--- src/rtl/ps2_pkg.sv ---
// Shared PS/2 definitions: host-write FSM states, frame geometry and default timing.
// Used by both the host writer and the PS/2 receiver.
package ps2_pkg;

    typedef enum logic [2:0] {
        S_IDLE    = 3'd0,
        S_INHIBIT = 3'd1,
        S_REQ     = 3'd2,
        S_TX      = 3'd3,
        S_ACK     = 3'd4,
        S_RELEASE = 3'd5
    } ps2_state_t;

    localparam int FRAME_BITS         = 10;
    localparam int DEF_INHIBIT_CYCLES = 5000;
    localparam int DEF_TIMEOUT_CYCLES = 750000;

    // Frame is shifted out LSB-first: data[7:0], odd parity, stop.
    function automatic logic [FRAME_BITS-1:0] build_frame(input logic [7:0] data);
        return {1'b1, ~^data, data};
    endfunction

endpackage

--- src/rtl/ps2_sync_edge.sv ---
// Two-flop synchronizer for a PS/2 pad line with a one-cycle falling-edge strobe.
module ps2_sync_edge (
    input  logic clk,
    input  logic rst,
    input  logic line,
    output logic level,
    output logic fall
);

    logic meta;
    logic stable;

    always_ff @(posedge clk) begin
        if (!rst) begin
            meta   <= 1'b0;
            stable <= 1'b0;
        end else begin
            meta   <= line;
            stable <= meta;
        end
    end

    assign level = stable;
    assign fall  = stable & ~meta;

endmodule

--- src/rtl/ps2_write_host.sv ---
// PS/2 host-to-device byte writer: inhibit, request-to-send, clocked-out frame,
// device ACK check and bus release, with a watchdog on every device-driven phase.
//
// state     | meaning
// ----------+-----------------------------------------------------------
// IDLE      | lines released, waiting for wr_en
// INHIBIT   | kc held low for INHIBIT_CYCLES
// REQ       | kc and kd both low for one cycle (start bit)
// TX        | kc released; each device falling edge shifts the next bit
// ACK       | waiting for the 11th falling edge to sample the device ACK
// RELEASE   | waiting for both lines high before reporting the result
module ps2_write_host
    import ps2_pkg::*;
#(
    parameter int INHIBIT_CYCLES = DEF_INHIBIT_CYCLES,
    parameter int TIMEOUT_CYCLES = DEF_TIMEOUT_CYCLES
) (
    input  logic       clk,
    input  logic       rst,
    input  logic       kc,
    input  logic       kd,
    output logic       kc_oe,
    output logic       kd_oe,
    input  logic       wr_en,
    input  logic [7:0] din,
    output logic       busy,
    output logic       done,
    output logic       tx_error
);

    localparam int TMAX = (INHIBIT_CYCLES > TIMEOUT_CYCLES) ? INHIBIT_CYCLES : TIMEOUT_CYCLES;
    localparam int TW   = $clog2(TMAX + 1);
    localparam logic [TW-1:0] INHIBIT_LOAD = TW'(INHIBIT_CYCLES - 1);
    localparam logic [TW-1:0] TIMEOUT_LOAD = TW'(TIMEOUT_CYCLES - 1);

    logic kc_level, kc_fall;
    logic kd_level, kd_fall_unused;

    ps2_sync_edge u_kc_sync (
        .clk   (clk),
        .rst   (rst),
        .line  (kc),
        .level (kc_level),
        .fall  (kc_fall)
    );

    // Only the level of kd matters to the writer; its edge strobe serves the receiver.
    ps2_sync_edge u_kd_sync (
        .clk   (clk),
        .rst   (rst),
        .line  (kd),
        .level (kd_level),
        .fall  (kd_fall_unused)
    );

    ps2_state_t            state, state_nxt;
    logic [TW-1:0]         timer, timer_nxt;
    logic [3:0]            bit_cnt, bit_cnt_nxt;
    logic [FRAME_BITS-1:0] frame, frame_nxt;
    logic                  ack_ok, ack_ok_nxt;
    logic                  kc_oe_nxt, kd_oe_nxt, busy_nxt, done_nxt, tx_error_nxt;
    logic                  timer_tc;

    always_ff @(posedge clk) begin
        if (!rst) begin
            state    <= S_IDLE;
            timer    <= '0;
            bit_cnt  <= '0;
            frame    <= '0;
            ack_ok   <= 1'b0;
            kc_oe    <= 1'b0;
            kd_oe    <= 1'b0;
            busy     <= 1'b0;
            done     <= 1'b0;
            tx_error <= 1'b0;
        end else begin
            state    <= state_nxt;
            timer    <= timer_nxt;
            bit_cnt  <= bit_cnt_nxt;
            frame    <= frame_nxt;
            ack_ok   <= ack_ok_nxt;
            kc_oe    <= kc_oe_nxt;
            kd_oe    <= kd_oe_nxt;
            busy     <= busy_nxt;
            done     <= done_nxt;
            tx_error <= tx_error_nxt;
        end
    end

    always_comb begin
        state_nxt    = state;
        timer_nxt    = timer;
        bit_cnt_nxt  = bit_cnt;
        frame_nxt    = frame;
        ack_ok_nxt   = ack_ok;
        kc_oe_nxt    = kc_oe;
        kd_oe_nxt    = kd_oe;
        busy_nxt     = busy;
        done_nxt     = 1'b0;
        tx_error_nxt = 1'b0;
        timer_tc     = (timer == '0);

        case (state)
            S_IDLE: begin
                if (wr_en) begin
                    state_nxt   = S_INHIBIT;
                    frame_nxt   = build_frame(din);
                    timer_nxt   = INHIBIT_LOAD;
                    bit_cnt_nxt = '0;
                    kc_oe_nxt   = 1'b1;
                    kd_oe_nxt   = 1'b0;
                    busy_nxt    = 1'b1;
                end
            end

            S_INHIBIT: begin
                if (timer_tc) begin
                    state_nxt = S_REQ;
                    kd_oe_nxt = 1'b1;
                end else begin
                    timer_nxt = timer - 1'b1;
                end
            end

            S_REQ: begin
                state_nxt = S_TX;
                kc_oe_nxt = 1'b0;
                timer_nxt = TIMEOUT_LOAD;
            end

            S_TX: begin
                if (kc_fall) begin
                    timer_nxt   = TIMEOUT_LOAD;
                    bit_cnt_nxt = bit_cnt + 4'd1;
                    kd_oe_nxt   = ~frame[0];
                    frame_nxt   = {1'b0, frame[FRAME_BITS-1:1]};
                    if (bit_cnt == 4'(FRAME_BITS - 1)) begin
                        state_nxt = S_ACK;
                    end
                end else if (timer_tc) begin
                    state_nxt    = S_IDLE;
                    kc_oe_nxt    = 1'b0;
                    kd_oe_nxt    = 1'b0;
                    busy_nxt     = 1'b0;
                    tx_error_nxt = 1'b1;
                end else begin
                    timer_nxt = timer - 1'b1;
                end
            end

            S_ACK: begin
                if (kc_fall) begin
                    ack_ok_nxt = ~kd_level;
                    state_nxt  = S_RELEASE;
                    timer_nxt  = TIMEOUT_LOAD;
                end else if (timer_tc) begin
                    state_nxt    = S_IDLE;
                    kc_oe_nxt    = 1'b0;
                    kd_oe_nxt    = 1'b0;
                    busy_nxt     = 1'b0;
                    tx_error_nxt = 1'b1;
                end else begin
                    timer_nxt = timer - 1'b1;
                end
            end

            S_RELEASE: begin
                if (kc_level && kd_level) begin
                    state_nxt    = S_IDLE;
                    busy_nxt     = 1'b0;
                    done_nxt     = ack_ok;
                    tx_error_nxt = ~ack_ok;
                end else if (kc_fall) begin
                    timer_nxt = TIMEOUT_LOAD;
                end else if (timer_tc) begin
                    state_nxt    = S_IDLE;
                    kc_oe_nxt    = 1'b0;
                    kd_oe_nxt    = 1'b0;
                    busy_nxt     = 1'b0;
                    tx_error_nxt = 1'b1;
                end else begin
                    timer_nxt = timer - 1'b1;
                end
            end

            default: begin
                state_nxt = S_IDLE;
                kc_oe_nxt = 1'b0;
                kd_oe_nxt = 1'b0;
                busy_nxt  = 1'b0;
            end
        endcase
    end

endmodule

--- config.mk ---
export PLATFORM = sky130hd
export DESIGN_NAME = ps2_write_host
export DESIGN_NICKNAME = d
export VERILOG_FILES = /design/src/rtl/ps2_pkg.sv /design/src/rtl/ps2_sync_edge.sv /design/src/rtl/ps2_write_host.sv
export SDC_FILE = /design/constraint.sdc
export NUM_CORES = 1
export LEC_CHECK = 0
export CAP_MARGIN = 20
export CORE_MARGIN = 4
export CORE_UTILIZATION = 34
export CTS_CLUSTER_SIZE = 8
export DETAILED_ROUTE_END_ITERATION = 12
export PLACE_DENSITY = 0.58
export REMOVE_ABC_BUFFERS = 1
export SYNTH_ARGS = -nofsm -noshare
export SYNTH_HDL_FRONTEND = slang
export SYNTH_SLANG_ARGS = --single-unit
export TNS_END_PERCENT = 30
--- constraint.sdc ---
create_clock -name clk -period 3.5 [get_ports clk]
set_input_delay 0.35 -clock clk [delete_from_list [all_inputs] [get_ports clk]]
set_output_delay 0.35 -clock clk [all_outputs]
set_load 0.01 [all_outputs]
==> results of run 1 <==
layout make-up:
cell class,count,share of cell area
well taps,102,0.0402
clock buffers,5,0.0217
clock inverters,3,0.0150
inverters,10,0.0118
flip-flops and latches,47,0.297
repair buffers,23,0.0678
multi-input cells,281,0.547
placed cells by master (no fill, tap or decap), drive strengths merged, types with 5 or more instances in the layout:
master	netlist	layout
o21ai	28	28
nor2	33	33
nand2b	7	7
nand2	30	30
nand3	18	18
inv	9	10
a31oi	9	9
a311oi	10	10
clkdlybuf4s50	0	17
dfxtp	47	47
clkbuf	15	5
a211oi	8	8
a211o	6	6
nor2b	6	6
xnor2	7	7
nor3	16	16
nor4	10	10
a21oi	19	19
buf	6	6
o31ai	6	6
and2	7	7
o2111ai	5	5
worst max-delay path, delay by kind of cell (launching register included):
| kind | cells | cell delay [ps] |
|---|---|---|
| flops | 1 | 580 |
| simple gates | 2 | 1280 |
| compound gates | 3 | 600 |
metal layers:
metal,share of wire,track usage
met5,0,0
met4,0.014,0.0420
met3,0.055,0.0318
met2,0.46,0.246
met1,0.47,0.204
kinds of logic after synthesis:
| group | after synthesis | synth area share |
|---|---|---|
| compound gates | 111 | 0.269 |
| xor+xnor | 7 | 0.0219 |
| fa+ha+maj | 4 | 0.0179 |
| buf+inv | 31 | 0.0464 |
| flops | 47 | 0.336 |
| mux | 6 | 0.0223 |
| simple gates | 153 | 0.286 |
power by group through the flow:
stage | sequential [mW] | clock [mW] | combinational [mW]
after floorplan | 0.840 | 0 | 0.892
after global placement | 0.889 | 0 | 1.21
after detailed placement | 0.889 | 0 | 1.22
after CTS | 0.879 | 0.429 | 1.23
after global routing | 0.912 | 0.448 | 1.37
final | 0.883 | 0.415 | 1.24
path summary, 6_finish.rpt:
kind / to / slack, ps / depth (start not counted)
setup / recovery: timer[18] / 970 / 5
hold / removal: u_kd_sync.level / 440 / 1
setup reg to reg: timer[18] / 970 / 5
hold reg to reg: u_kd_sync.level / 440 / 1
registers in the layout, indices dropped and copies added (netlist names), 3 cells and up:
register and cells:
frame 10, state 3, timer 20, bit_cnt 4
per-stage QoR:
stage,hold WS [ps],std cells,power [mW]
2_1_floorplan,412,338,1.73
3_3_place_gp,413,463,2.10
3_5_place_dp,421,463,2.11
4_1_cts,446,471,2.54
5_1_grt,453,471,2.73
6_report,440,471,2.53
==> out/results.ini, run 1 <==
[run_status]
status = completed

[placed_design]
hpwl_mm = 5.26
place_congestion = 0.895
place_ws_ps = 968
numPortBuffers = 17
place_area_sq_um = 3060

[sta]
finalHoldViolations = 0
setup_tns_ps = 0
setup_viol = 0
slew_headroom = 0.307
rsz0062_at_grt = no
setup_ws_ps = 968
finClkSkew_ps = 8.39
fmax_mhz = 395
min_period_over_period = 0.723
period_needed_ps = 2530
tightest_slew_ps = 1030
drv_slew = 0

[setup_path]
crit_path_max_incr_delay_ps = 980
arrival_ps = 2760
cp_cell_sequence = nor4_1, a21oi_1, nor2_1, a31oi_1, o21ai_0
critPathLaunch = state[2]
required_ps = 3730
path_max_fanout = 26
crit_path_start_kind = flip-flop
reg2reg_from = state[2]
slowest_stage = nor4_1
end_kind = flip-flop
worstSetupPathType = flip-flop to flip-flop

[synth]
synth_cell_types = 58
ys_ff_latch = 47
ys_async_sr_fraction = 0
synth_edf_count = 0
syn_area_sq_um = 2800
ys.flop_type = dfxtp_1
synth_area_leaders = dfxtp_1, o21ai_0, nor2_1
synth_top_area_share = 0.336
synth_area_leader_cell = dfxtp_1
yosys-top-cells-count = dfxtp_1, nor2_1, nand2_1, o21ai_0, a21oi_1
yosysSeqAreaShare = 0.336
yosysMostFrequentCell = dfxtp_1
synthCells = 359
yosys_warnings = 0
synth_area_per_cell_sq_um = 7.80

[pwr]
p_switching_mw = 1.16
clockPowerShare = 0.164
sw_frac_of_total = 0.459
p_leak_nw = 1.18
max-vdd-ir-drop_v = 0.000397
internal-power_mw = 1.37
p_comb_frac = 0.488
powerDensity_nw_per_um2 = 799
seq_power_share = 0.349

[min_path]
hold_class = flip-flop to flip-flop
hp-start = u_kd_sync.meta

[route]
viasPerCell = 5.82
initialDrtViolationCount = 150
final_antenna_net_count = 0
dr.pass1.iters = 5
vias = 2741
wl_mm = 7.42
wl_per_cell_um = 15.7
route.detailed.drc = 0

[clocking]
cts_made_buffers = 5
postCtsSetupBuffers = 0
clk_latency_ps = 300
hold_buffers = 0
cts_root_buffer = clkbuf_8
htreeDepth = 2
cts_buffer_depth = 2
tritoncts = built
ctsResizeCount = 0
cts.sinks = 47
clk_pin_slew_ps = 100

[grt]
grt_pass1_wl_mm = 12.2
antenna_found_initial = 0
gr-usage-all-layers = 0.152
grt_max_degree = 27
grt_pass1_vias = 2478
overflow = 0

[floorplanning]
chipHeight_um = 98.8
coreArea_sq_um = 7890
io_pins = 18
fp.dieW_um = 98.8
dieArea_sq_um = 9760
initial_core_util = 0.355
rows = 32

[run]
maxCapViolCount = 0

[final_layout]
num_antenna_cells = 0
fillers = 816
fin_util = 0.402
drive_above_1_share = 0.0759
areaGrowthSynthToFinish_pct = 13.3
design_area_sq_um = 3170
nNetsFinal = 385
multiInputGateArea_sq_um = 1740
seq_area_sq_um = 941

(Power assumes the default switching activity.)
==> run 2: changes to the inputs <==
==> constraint.sdc (replaced) <==
create_clock -name clk -period 2.4 [get_ports clk]
set_input_delay 0.24 -clock clk [delete_from_list [all_inputs] [get_ports clk]]
set_output_delay 0.24 -clock clk [all_outputs]
set_load 0.01 [all_outputs]
==> run 2 against run 1 <==
  * Hold slack improved by 6.4 ps
  * Total power is 58% higher
  * Global-route usage up 1.0 points
  * Clock power is 69% higher
  * Sequential share of layout area down 1.4 points
  * Count of clock-buffer cells in the layout rose by 1
  * Routed wire length increased by 5.4%
  * First-iteration DRC count rose by 25%
  * Maximum frequency grew 13%
  * Via count grew 1.2%
  * Utilization increased by 2.1 points
  * Critical path type unchanged
  * Largest power group unchanged
==> out/results.ini, run 2 (synthesis results as in run 1) <==
[run_status]
status = completed

[setup_path]
reg2reg_from = timer[0]
path_max_fanout = 9  ; -65%
end_kind = flip-flop
worstSetupPathType = flip-flop to flip-flop
regToRegEndpoint = timer[17]
arrival_ps = 2450  ; -310 ps
required_ps = 2610  ; -1120 ps
rrSetupSlack_ps = 160  ; -810 ps
crit_path_start_kind = flip-flop
worstRegToRegCells = 7  ; +2

[min_path]
hold_end = u_kd_sync.level
whs_path_depth = 1  ; unchanged
hp-start = u_kd_sync.meta
hold_class = flip-flop to flip-flop

[floorplanning]
rows = 32  ; unchanged
initial_core_util = 0.355  ; unchanged
io_pins = 18  ; unchanged
dieArea_sq_um = 9760  ; unchanged
coreArea_sq_um = 7890  ; unchanged
fp.dieW_um = 98.8  ; unchanged
chipHeight_um = 98.8  ; unchanged

[route]
route.detailed.drc = 0  ; unchanged
maxUsedRoutingLayer = met4
initialDrtViolationCount = 187  ; +25%
wl_per_cell_um = 16.0  ; +1.3%
wl_met1_mm = 3.76  ; +7.2%
vias = 2773  ; +1.2%
route.met3.wl_um = 370  ; -9.5%
wl_mm = 7.82  ; +5.4%
dr_wl_met2_mm = 3.62  ; +6.3%
final_antenna_net_count = 0  ; unchanged
viasPerCell = 5.66  ; -2.8%
dr.pass1.iters = 5  ; unchanged

[final_layout]
drive_above_1_share = 0.121  ; +0.0453
largest_reg_flops = 20  ; unchanged
final_common_cell = dfxtp_1
areaGrowthSynthToFinish_pct = 19.1
final_cell_mix = dfxtp_1, nor2_1, nand2_1, o21ai_0, buf_4
nNetsFinal = 404  ; +4.9%
top_register = timer
num_antenna_cells = 0  ; unchanged
design_area_sq_um = 3340  ; +5.1%
largest_registers = timer x20, frame x10, bit_cnt x4

[sta]
min_period_over_period = 0.934  ; +0.210
period_needed_ps = 2240  ; -291 ps
finalHoldViolations = 0  ; unchanged
drv_slew = 0  ; unchanged
tightest_slew_ps = 580  ; -451 ps
finClkSkew_ps = 12.3  ; +3.94 ps
rsz0062_at_grt = no
setup_tns_ps = 0  ; unchanged
setup_ws_ps = 159  ; -809 ps
setup_viol = 0  ; unchanged
slew_headroom = 0.611  ; +0.304
fmax_mhz = 446  ; +13%

[clocking]
cts_made_buffers = 5  ; unchanged
cts.sinks = 47  ; unchanged
cts_root_buffer = clkbuf_8
postCtsSetupBuffers = 0  ; unchanged
clk_latency_ps = 310  ; about the same
clk_pin_slew_ps = 100  ; about the same
tritoncts = built
cts_buffer_depth = 2  ; unchanged
htreeDepth = 2  ; unchanged

[pwr]
p_total_mw = 4.01  ; +58%
max-vdd-ir-drop_v = 0.000409  ; +3.2%
sw_frac_of_total = 0.437  ; -0.0218
p_comb_frac = 0.515  ; +0.027
clockPowerShare = 0.175  ; +0.011
p_leak_nw = 1.28  ; +8.5%
p_switching_mw = 1.75  ; +51%
powerDensity_nw_per_um2 = 1200  ; +50%
seq_power_share = 0.310  ; -0.039
internal-power_mw = 2.26  ; +65%

[placed_design]
place_area_sq_um = 3200  ; +4.7%
place_congestion = 0.893  ; -0.29%
hpwl_mm = 5.55  ; +5.5%
numPortBuffers = 17  ; unchanged
place_ws_ps = 97.2  ; -870 ps

[grt]
gr-usage-all-layers = 0.162  ; +0.00998
overflow = 0  ; unchanged
antenna_found_initial = 0  ; unchanged
grt_pass1_vias = 2618  ; +5.6%
grt_pass1_wl_mm = 13.0  ; +6.6%
grt_max_degree = 26  ; -3.7%

[run]
maxCapViolCount = 0  ; unchanged

[run 2: power by group through the flow]
stage	registers [mW]	clock network, mW	logic, mW
floorplan	1.22	0	1.30
global placement	1.25	0	2.02
detailed placement	1.26	0	2.03
CTS	1.24	0.718	2.03
global route	1.28	0.759	2.29
finish	1.24	0.700	2.06
[run 2: what timing repair did]
item	in CTS	in global routing
hold buffers	0	0
setup endpoints to repair	0	3
resized for setup	0	1
[run 2: metrics by stage]
stage	utilization	hold WS (ps)	instances
2_1_floorplan	-	357	338
3_3_place_gp	0.406	414	482
3_5_place_dp	0.406	428	482
4_1_cts	0.422	450	490
5_1_grt	0.423	466	490
6_report	0.423	446	490
[run 2: worst max-delay path by stage]
| stage | startpoint | cells past startpoint | to | slack (ps) |
|---|---|---|---|---|
| after floorplan | state[0] | 5 | bit_cnt[2] | -370 |
| after global placement | timer[0] | 7 | timer[17] | 160 |
| after detailed placement | timer[0] | 7 | timer[17] | 100 |
| after CTS | timer[0] | 7 | timer[17] | 80 |
| after global routing | timer[0] | 7 | timer[17] | 20 |
| final | timer[0] | 7 | timer[17] | 160 |
[run 2: metal layers]
metal	vias to the layer above	GRT usage
met1	1295	0.221
met3	8	0.0326
met2	70	0.261
met5	-	0
met4	0	0.0410
li1	1400	-
[run 2: final cells by class]
type | instances | area (sq um)
timing repair buffer | 42 | 358
inverter | 10 | 37.5
sequential | 47 | 941
clock inverter | 2 | 60.1
fill | 769 | 4550
multi-input combinational | 281 | 1740
clock buffer | 6 | 72.6
tap | 102 | 128
[run 2: worst max-delay path, cell delays in order, from the launching register on]
cell	delay (ps)
dfxtp_1	350
inv_1	90
ha_1	150
or3b_2	460
or2_1	370
o21ai_2	290
o21ai_0	130
a211o_1	300
==> run 3: changes to the inputs <==
--- a/config.mk
+++ b/config.mk
@@ -5,6 +5,7 @@
 export SDC_FILE = /design/constraint.sdc
 export NUM_CORES = 1
 export LEC_CHECK = 0
+export ABC_AREA = 1
 export CAP_MARGIN = 20
 export CORE_MARGIN = 4
 export CORE_UTILIZATION = 34
==> run 3 against run 2 <==
  * Flip-flop and latch count is the same
  * Cell count up 13%
  * Synthesized cell count is 19% higher
  * Combinational power decreased by 45%
  * Utilization down 1.5 points
  * Maximum frequency grew 13%
  * Count of clock-buffer cells in the layout did not move
  * Cell area fell by 4.0%
  * Area after synthesis fell by 0.22%
  * Global-route usage down 0.57 points
  * Sequential power decreased by 17%
==> out/results.ini, run 3 <==
[floorplanning]
io_pins = 18  ; unchanged
rows = 32  ; unchanged
dieArea_sq_um = 9740  ; -0.20%
initial_core_util = 0.356  ; +0.00101
coreArea_sq_um = 7850  ; -0.51%
fp.dieW_um = 98.7  ; -0.10%
chipHeight_um = 98.7  ; -0.10%

[clocking]
tritoncts = built
clk_pin_slew_ps = 90  ; about the same
cts_made_buffers = 5  ; unchanged
cts_root_buffer = clkbuf_8
ctsResizeCount = 0  ; unchanged
htreeDepth = 2  ; unchanged
postCtsSetupBuffers = 0  ; unchanged
hold_buffers = 0  ; unchanged
cts.sinks = 47  ; unchanged
clk_latency_ps = 300  ; about the same
cts_buffer_depth = 2  ; unchanged

[grt]
overflow = 0  ; unchanged
grt_max_degree = 22  ; -15%
antenna_found_initial = 0  ; unchanged
gr-usage-all-layers = 0.156  ; -0.00570
grt_pass1_vias = 2687  ; +2.6%
grt_pass1_wl_mm = 12.7  ; -2.4%

[placed_design]
dp.cells = 544  ; +13%
place_ws_ps = 443  ; +346 ps
hpwl_mm = 5.46  ; -1.6%
numPortBuffers = 17  ; unchanged
place_congestion = 0.947  ; +6.1%

[sta]
rsz0062_at_grt = no
setup_tns_ps = 0  ; unchanged
setup_ws_ps = 415  ; +256 ps
drv_slew = 0  ; unchanged
setup_viol = 0  ; unchanged
tightest_slew_ps = 621  ; +41.5 ps
min_period_over_period = 0.827  ; -0.106
slew_headroom = 0.585  ; -0.0265
finalHoldViolations = 0  ; unchanged
period_needed_ps = 1990  ; -256 ps
finClkSkew_ps = 7.68  ; -4.65 ps
fmax_mhz = 504  ; +13%

[synth]
synth_area_leaders = dfxtp_1, nand2_1, a21oi_1
synth_edf_count = 0  ; unchanged
ys_async_sr_fraction = 0  ; unchanged
ys_ff_latch = 47  ; unchanged
synth_area_per_cell_sq_um = 6.52  ; -17%
synthCells = 429  ; +19%
yosys_warnings = 0  ; unchanged
synth_area_leader_cell = dfxtp_1
synth_cell_types = 38  ; -34%
yosysSeqAreaShare = 0.337  ; +0.000752
yosysMostFrequentCell = nand2_1
ys.flop_type = dfxtp_1
yosys-top-cells-count = nand2_1, dfxtp_1, inv_1, nor2_1, a21oi_1
synth_top_area_share = 0.337  ; +0.000752
syn_area_sq_um = 2800  ; -0.22%

[setup_path]
slowest_stage = nand3_1
crit_top_cell = nand3_1
arrival_ps = 2160  ; -290 ps
cp_cell_sequence = inv_1, ha_1, nand3_1, nor2_1, nand3_1, o21ai_0, a211oi_1
worstSetupPathType = flip-flop to flip-flop
required_ps = 2580  ; -30 ps
path_max_fanout = 16  ; +7
end_kind = flip-flop
crit_path_start_kind = flip-flop
rrSetupSlack_ps = 410  ; +260 ps
crit_path_max_incr_delay_ps = 470  ; about the same

[final_layout]
areaGrowthSynthToFinish_pct = 14.6
multiInputGateArea_sq_um = 1590  ; -8.7%
top_register = timer
num_antenna_cells = 0  ; unchanged
seq_area_sq_um = 941  ; unchanged
final_cell_mix = nand2_1, dfxtp_1, inv_1, nor2_1, a21oi_1
nNetsFinal = 466  ; +15%
largest_reg_flops = 20  ; unchanged
final_common_cell = nand2_1
stdcell_count = 552  ; +13%
drive_above_1_share = 0.0911  ; -0.0300
fillers = 873  ; +14%
largest_registers = timer x20, frame x10, bit_cnt x4

[route]
dr.pass1.iters = 4  ; -1
wl_mm = 7.06  ; -9.6%
vias = 2748  ; -0.90%
initialDrtViolationCount = 145  ; -22%
final_antenna_net_count = 0  ; unchanged
wl_per_cell_um = 12.8  ; -20%
viasPerCell = 4.98  ; -12%
route.detailed.drc = 0  ; unchanged

[pwr]
max-vdd-ir-drop_v = 0.000383  ; -6.5%
p_leak_nw = 1.43  ; +12%
powerDensity_nw_per_um2 = 866  ; -28%

[run_status]
status = completed

[min_path]
hold_class = flip-flop to flip-flop

[run]
maxCapViolCount = 0  ; unchanged

-- run 3: changes by cell type after synthesis, moves of 8 or more --
| cell | delta |
|---|---|
| nand2_1 | +77 |
| inv_1 | +36 |
| a21oi_1 | +15 |
| nand3_1 | +14 |
| a311oi_1 | -10 |
| clkbuf_1 | -10 |
| nor2_1 | +10 |
| nand4_1 | +9 |
| inv_2 | +8 |
| nor4_1 | -8 |
-- run 3: cells by family after synthesis --
group,Yosys count,synth area share
compound gates,80,0.162
buf+inv,66,0.0953
simple gates,220,0.351
xor+xnor,12,0.0376
flops,47,0.337
fa+ha+maj,4,0.0179
-- run 3: worst paths after layout --
path	from	to	cells after the start
worst min register to register	u_kd_sync.meta	u_kd_sync.level	2
worst max-delay path	timer[0]	timer[1]	7
worst max register to register	timer[0]	timer[1]	7
worst min-delay path	u_kd_sync.meta	u_kd_sync.level	2
-- run 3: report_power, final --
group	switching (mW)	internal (mW)
Sequential	0.117	0.918
Combinational	0.735	0.394
Clock	0.273	0.337
-- run 3: area by class of cell --
cell class	count	area share
sequential	47	0.294
inverter	55	0.0645
tap	102	0.0398
multi-input combinational	316	0.496
clock buffer	6	0.0258
timing repair buffer	24	0.0695
clock inverter	2	0.0109
-- run 3: layer usage --
layer,global-route usage,wire length [um],vias up
met5,0,0,-
met3,0.0297,307,7
li1,-,-,1442
met4,0.0315,55,0
met1,0.220,3530,1242
met2,0.251,3170,57
-- run 3: through the flow --
step | hold slack [ps] | total power [mW] | cell area (sq um) | utilization
2_1_floorplan | 333 | 1.85 | 2740 | -
3_5_place_dp | 396 | 2.18 | 3090 | 0.393
4_1_cts | 418 | 2.79 | 3200 | 0.408
6_report | 415 | 2.77 | 3200 | 0.408
3_3_place_gp | 392 | 2.16 | 3090 | 0.393
5_1_grt | 441 | 3.03 | 3200 | 0.408
-- run 3: critical path, delay by kind of cell (launching register included) --
kind	cells	cell delay, ps
flip-flops	1	320
adder cells (fa/ha/maj)	1	200
buffers and inverters	1	110
AO/OA/AOI/OAI	2	570
AND/OR/NAND/NOR	3	660
